--- src/rtl/hack_pkg.sv ---
// hack_pkg: shared constants and types for the Hack memory hierarchy.
//   WORD_WIDTH      - data word width of the Hack platform
//   RAM8_DEPTH      - number of words in one ram_8 bank
//   RAM8_ADDR_WIDTH - address bits needed to select a word in ram_8
//   word_t          - one Hack data word
package hack_pkg;

  localparam int WORD_WIDTH      = 16;
  localparam int RAM8_DEPTH      = 8;
  localparam int RAM8_ADDR_WIDTH = 3;

  typedef logic [WORD_WIDTH-1:0] word_t;

endpackage : hack_pkg

--- src/rtl/dmux_8_way.sv ---
// dmux_8_way: routes a single input bit to one of eight outputs.
//   in     - bit to route
//   sel    - output select, 0 -> a ... 7 -> h
//   a..h   - outputs; only the selected one follows in, the rest are 0
module dmux_8_way (
  input  logic       in,
  input  logic [2:0] sel,
  output logic       a,
  output logic       b,
  output logic       c,
  output logic       d,
  output logic       e,
  output logic       f,
  output logic       g,
  output logic       h
);

  // Steer in to the selected output, all others forced low.
  always_comb begin
    a = 1'b0;
    b = 1'b0;
    c = 1'b0;
    d = 1'b0;
    e = 1'b0;
    f = 1'b0;
    g = 1'b0;
    h = 1'b0;
    case (sel)
      3'd0:    a = in;
      3'd1:    b = in;
      3'd2:    c = in;
      3'd3:    d = in;
      3'd4:    e = in;
      3'd5:    f = in;
      3'd6:    g = in;
      3'd7:    h = in;
      default: a = 1'b0;
    endcase
  end

endmodule : dmux_8_way

--- src/rtl/mux_8_way_16.sv ---
// mux_8_way_16: combinational eight-input word multiplexer.
//   a..h   - candidate words
//   select - 0 -> a ... 7 -> h
//   out    - selected word
module mux_8_way_16 import hack_pkg::*; #(
  parameter int WIDTH = WORD_WIDTH
) (
  input  logic [WIDTH-1:0]           a,
  input  logic [WIDTH-1:0]           b,
  input  logic [WIDTH-1:0]           c,
  input  logic [WIDTH-1:0]           d,
  input  logic [WIDTH-1:0]           e,
  input  logic [WIDTH-1:0]           f,
  input  logic [WIDTH-1:0]           g,
  input  logic [WIDTH-1:0]           h,
  input  logic [RAM8_ADDR_WIDTH-1:0] select,
  output logic [WIDTH-1:0]           out
);

  // Word selection by address.
  always_comb begin
    out = {WIDTH{1'b0}};
    case (select)
      3'd0:    out = a;
      3'd1:    out = b;
      3'd2:    out = c;
      3'd3:    out = d;
      3'd4:    out = e;
      3'd5:    out = f;
      3'd6:    out = g;
      3'd7:    out = h;
      default: out = {WIDTH{1'b0}};
    endcase
  end

endmodule : mux_8_way_16

--- src/rtl/register_16.sv ---
// register_16: one word register with synchronous clear and load enable.
//   clk  - rising-edge clock
//   rst  - synchronous active-high clear, overrides load
//   in   - data to store
//   load - store in on the next rising edge
//   out  - stored word
module register_16 import hack_pkg::*; #(
  parameter int WIDTH = WORD_WIDTH
) (
  input  logic             clk,
  input  logic             rst,
  input  logic [WIDTH-1:0] in,
  input  logic             load,
  output logic [WIDTH-1:0] out
);

  logic [WIDTH-1:0] word_r;

  // Word storage: clear has priority, otherwise load or hold.
  always_ff @(posedge clk) begin
    if (rst) begin
      word_r <= {WIDTH{1'b0}};
    end else if (load) begin
      word_r <= in;
    end else begin
      word_r <= word_r;
    end
  end

  assign out = word_r;

endmodule : register_16

--- src/rtl/ram_8.sv ---
// ram_8: eight-word register file, first tier of the Hack RAM hierarchy.
//   clk     - rising-edge clock
//   rst     - synchronous active-high reset, clears all words, beats load
//   in      - write data
//   load    - write enable for the word at address
//   address - word select 0..7 for both write and read
//   out     - contents of word address, combinational (no bypass of in)
// Pure wiring: load decoder, eight registers and a read multiplexer.
module ram_8 import hack_pkg::*; #(
  parameter int WIDTH = WORD_WIDTH
) (
  input  logic                       clk,
  input  logic                       rst,
  input  logic [WIDTH-1:0]           in,
  input  logic                       load,
  input  logic [RAM8_ADDR_WIDTH-1:0] address,
  output logic [WIDTH-1:0]           out
);

  logic [RAM8_DEPTH-1:0] load_s;
  logic [WIDTH-1:0]      word_s [RAM8_DEPTH];

  dmux_8_way u_load_dmux (
    .in  (load),
    .sel (address),
    .a   (load_s[0]),
    .b   (load_s[1]),
    .c   (load_s[2]),
    .d   (load_s[3]),
    .e   (load_s[4]),
    .f   (load_s[5]),
    .g   (load_s[6]),
    .h   (load_s[7])
  );

  for (genvar i = 0; i < RAM8_DEPTH; i++) begin : g_word
    register_16 #(.WIDTH(WIDTH)) u_reg (
      .clk  (clk),
      .rst  (rst),
      .in   (in),
      .load (load_s[i]),
      .out  (word_s[i])
    );
  end

  mux_8_way_16 #(.WIDTH(WIDTH)) u_read_mux (
    .a      (word_s[0]),
    .b      (word_s[1]),
    .c      (word_s[2]),
    .d      (word_s[3]),
    .e      (word_s[4]),
    .f      (word_s[5]),
    .g      (word_s[6]),
    .h      (word_s[7]),
    .select (address),
    .out    (out)
  );

endmodule : ram_8

--- config.mk ---
export PLATFORM = sky130hd
export DESIGN_NAME = ram_8
export DESIGN_NICKNAME = d
export VERILOG_FILES = /design/src/rtl/hack_pkg.sv /design/src/rtl/dmux_8_way.sv /design/src/rtl/mux_8_way_16.sv /design/src/rtl/register_16.sv /design/src/rtl/ram_8.sv
export SDC_FILE = /design/constraint.sdc
export NUM_CORES = 1
export LEC_CHECK = 0
export CORE_ASPECT_RATIO = 1.5
export CORE_UTILIZATION = 25
export DETAILED_ROUTE_END_ITERATION = 7
export PLACE_DENSITY = 0.49
export SLEW_MARGIN = 20
export SYNTH_ARGS = -nofsm -noshare
export SYNTH_HDL_FRONTEND = slang
export SYNTH_SLANG_ARGS = --single-unit
--- constraint.sdc ---
create_clock -name clk -period 2.2 [get_ports clk]
set_input_delay 0.66 -clock clk [delete_from_list [all_inputs] [get_ports clk]]
set_output_delay 0.66 -clock clk [all_outputs]
set_load 0.01 [all_outputs]
* After elaboration in Yosys (flattened, before gate mapping)
Index checks and enable logic that the tools add are counted.
** Operators by class
- Eq/ne operators :: 7
- Multiplexer cells :: 9
- Reductions and logical operators :: 1
** Operator list (number)
- 16-bit case mux with 8 select lines :: 1
- 3-bit == test (second input constant) :: 4
- 1-bit two-way mux :: 8
- 3-bit by 2-bit == test with 1-bit output (second input constant) :: 2
- 3-bit by 1-bit == test with 1-bit output (second input constant) :: 1
- 3-bit zero test :: 1
** Word-level totals
- Flip-flop bits (word level) :: 128
- Input port bits :: 22
- Word-level logic and storage cells :: 25

* Logic depth before layout (Yosys ltp)
- Word-level depth :: 2
- Mapped depth :: 7
- Gate-level depth less buffers :: 4

* Hierarchy
Synthesis repeated with hierarchy kept, for this count alone.
** Unflattened totals
- Cells, all modules :: 601
- Area, all modules :: 5854.4 µm²
** By module, submodules not included
- register_16 :: instances 8, cells an instance 52, area each 580.6 µm²
- mux_8_way_16 :: instances 1, cells an instance 177, area each 1114.8 µm²
- dmux_8_way :: instances 1, cells an instance 8, area each 95.1 µm²

* Worst setup path after synthesis
Ideal clock, no wire load.
- Path type :: input to output
- From :: in address[1]
- To :: out out[0]
- Data arrival time :: 1.710 ns
- Setup slack :: -0.170 ns
- Stages :: 6
- Path through :: buf_6 -> buf_6 -> mux2_2 -> a22o_1 -> a221oi_1 -> nor2_1
** On the way
- Cells in the longest elaborated chain, start to end :: 2
- Elaborated cells between the ends (all ways) :: 9
- Those cells by class :: eq/ne (7); mux (1); reduce/logical (1)
** Ends and longest elaborated chain
- from (decl) :: line ram_8.sv:16 : input logic [RAM8_ADDR_WIDTH-1:0] address,
- 3-bit == test (tied with other cells) :: line mux_8_way_16.sv:23 : case (select)
- 16-bit case mux with 8 select lines * :: line mux_8_way_16.sv:23
- to (decl) :: line ram_8.sv:17 : output logic [WIDTH-1:0] out
Mark *: on every way between the ends. The rest lies on a longest branch, timed or not.

* Final worst setup path
- From :: in address[1]
- To :: out out[10]
The elaborated chain is that of the path after synthesis.

==> results.sh <==
export IMPL_status="finished with violations"
export IMPL_violations="setup timing"
export IMPL_synthTopCellsByCount="264 x nand2_1, 133 x a21oi_1, 128 x dfxtp_1"
export IMPL_path_cells="buf_12 -> buf_12 -> mux2_4 -> a22o_1 -> a221oi_2 -> nor2_1 -> buf_2"
export IMPL_post_dp_cell_area_um2=6870
export IMPL_wirelength_um=19200
export IMPL_max_freq_ghz=0.391
export IMPL_clock_sinks=128
export IMPL_fin_cells=1084
export IMPL_n_fill_cell=2263
export IMPL_hold_viol=0
export IMPL_ant_nets=0
export IMPL_rsz0062_at_grt="true"
export IMPL_synth_seq_cells=128
export IMPL_cts_path_max_buffers=2
export IMPL_design_area_um2=7760
export IMPL_rows=66
export IMPL_hpwl_um=12700
export IMPL_cts_buffers=17
export IMPL_antenna_found_initial=0
export IMPL_num_vias=5144
export IMPL_area_delta_synth_final_pct=37.9
export IMPL_ys_seq_area_share_pct=45.6
export IMPL_start_util_pct=25.7
export IMPL_dieArea_um2=23100
export IMPL_grt_max_degree=39
export IMPL_slew_headroom_pct=58.2
export IMPL_clkSlewWorstSetupHoldPaths_ns=0.06
export IMPL_cp_required_ns=1.54
export IMPL_critical_path_max_fanout=6
export IMPL_synth_fp_nets=748
export IMPL_io_pins=38
export IMPL_p_per_area_nw_per_um2=749
export IMPL_yosys_area_top_type="dfxtp_1"
export IMPL_cp_start_kind="input port"
export IMPL_drt_initial_drc_count=326
export IMPL_vdd_ir_drop_max_mv=0.508
export IMPL_critPathArrivalTime_ns=1.90
export IMPL_hold_buffers=0
export IMPL_dp_slack_ns=-0.839
export IMPL_synth_most_common_cell="nand2_1"
export IMPL_core_area_um2=21900
export IMPL_synthArstFlopShare_pct=0
export IMPL_fin_nets=821
export IMPL_yosysWarningCount=0
export IMPL_cts_tree="yes"
export IMPL_dp_cells=1041
export IMPL_p_leak_nw=2.80
export IMPL_ys_flop_type="dfxtp_1"
export IMPL_worstSkewPairLatency_ns=0.42
export IMPL_fin_crit_sh_pct=116
export IMPL_largest_reg_flops=128
export IMPL_max_stage_delay_ns=0.29
export IMPL_root_buffer="clkbuf_16"
export IMPL_synth_edff_count=0
export IMPL_portBuffers=37
export IMPL_hold_path_class="reg2reg"
export IMPL_final_util_pct=35.4
export IMPL_drive_gt1_share_pct=25.1
export IMPL_syn_inst=726
export IMPL_finalCriticalPeriod_ns=2.56
export IMPL_grt_use_total_pct=17.3
export IMPL_via_per_inst=4.75
export IMPL_drc=0
export IMPL_yosys_area_top_type_share_pct=45.6
export IMPL_setup_violations=16
export IMPL_skew_ns=0
export IMPL_gp_congestion=0.741
export IMPL_synth_area_per_cell_um2=7.75
export IMPL_end_kind="primary output"
export IMPL_fp_dieW_um=124
export IMPL_die_y_um=186
export IMPL_cpMaxStageDelayCell="mux2_4"
export IMPL_tightest_slew_ns=0.625
export IMPL_total_power_mw=5.81
export IMPL_cap_violations=0
export IMPL_wire_per_inst_um=17.7
export IMPL_netlist_cell_type_count=31
export IMPL_grt_pass1_wl_um=29900
export IMPL_grt_overflow_total=0
export IMPL_drv_slew=0
export IMPL_critical_path_class="in2out"
export IMPL_path_common_cell="buf_12"
export IMPL_grt_pass1_vias=5176
export IMPL_dr_pass1_iters=4
export IMPL_syn_cell_area_um2=5630
export IMPL_htreeDepth=4
export IMPL_setup_slack_ns=-0.356
export IMPL_synth_area_leaders="dfxtp_1 46%, nand2_1 18%, a21oi_1 12%"
export IMPL_n_antenna_cell=0
[cell type report]
class / instances / area (um2) / area share (%)
Sequential cell: 128 / 2560 / 33.0
Clock buffer: 17 / 425 / 5.48
Inverter: 11 / 41.3 / 0.532
Clock inverter: 15 / 149 / 1.92
Tap cell: 272 / 340 / 4.39
Multi-Input combinational cell: 524 / 2970 / 38.2
Timing Repair Buffer: 117 / 1270 / 16.4
[report_power, final]
group	leakage (nW)	switching, mW	internal (mW)
sequential	1.04	0.0274	2.37
combinational	1.49	0.353	0.286
clock	0.272	1.19	1.59
total	2.80	1.57	4.24
[through the flow]
step | TNS [ns] | hold WS, ns
3_5_place_dp | -15.66 | 0.446
6_report | -4.41 | 0.453
2_1_floorplan | -1.66 | 0.433
3_3_place_gp | -15.88 | 0.441
5_1_grt | -5.23 | 0.468
4_1_cts | -4.82 | 0.454
[cell usage in the layout, fill, tap and decap left out, types with 16 or more instances in the layout]
cell type        count
buf_2               16
buf_12              23
clkdlybuf4s50_1     17
a21oi_1            128
nor2_1              21
dfxtp_1            128
clkbuf_16           17
buf_4               50
a221oi_2            20
nand2_1            263
[worst max-delay path: cells and delay by family]
kind | cells | cell delay, ns
simple gates | 1 | 0.06
compound gates | 2 | 0.46
mux | 1 | 0.29
buf+inv | 3 | 0.41
[per-layer routing]
layer  GRT usage, %  wire (um)  vias up
met5              0          0        -
met4           6.99        483        0
met3           3.36        838       32
met2           31.3       9850      119
met1           19.9       8010     2420
li1               -          -     2573
[path summary, 6_finish.rpt]
kind	start	to	slack (ns)	cells after the start
hold reg to reg	g_word[4].u_reg.out[4]	g_word[4].u_reg.out[4]	0.45	2
hold / removal	g_word[4].u_reg.out[4]	g_word[4].u_reg.out[4]	0.45	2
setup reg to reg	g_word[6].u_reg.out[15]	g_word[6].u_reg.out[15]	1.55	2
setup / recovery	address[1]	out[10]	-0.36	7
[what timing repair did]
item	in CTS	in global routing
resized for setup	110	15
pin swaps	21	14
endpoints found under the setup margin	16	16
setup buffers	6	2
gates cloned	3	0
[cells by family (layout without fill, tap and decap cells)]
kind of cell           after synthesis  in the layout  synth area share, %
flip-flops                         128            128                 45.6
multiplexers                        33             33                 7.27
AND/OR/NAND/NOR                    320            320                 23.0
AO/OA/AOI/OAI                      171            171                 17.7
buffers and inverters               74            160                 6.49
No activity file was read; power rests on OpenSTA's default activity.
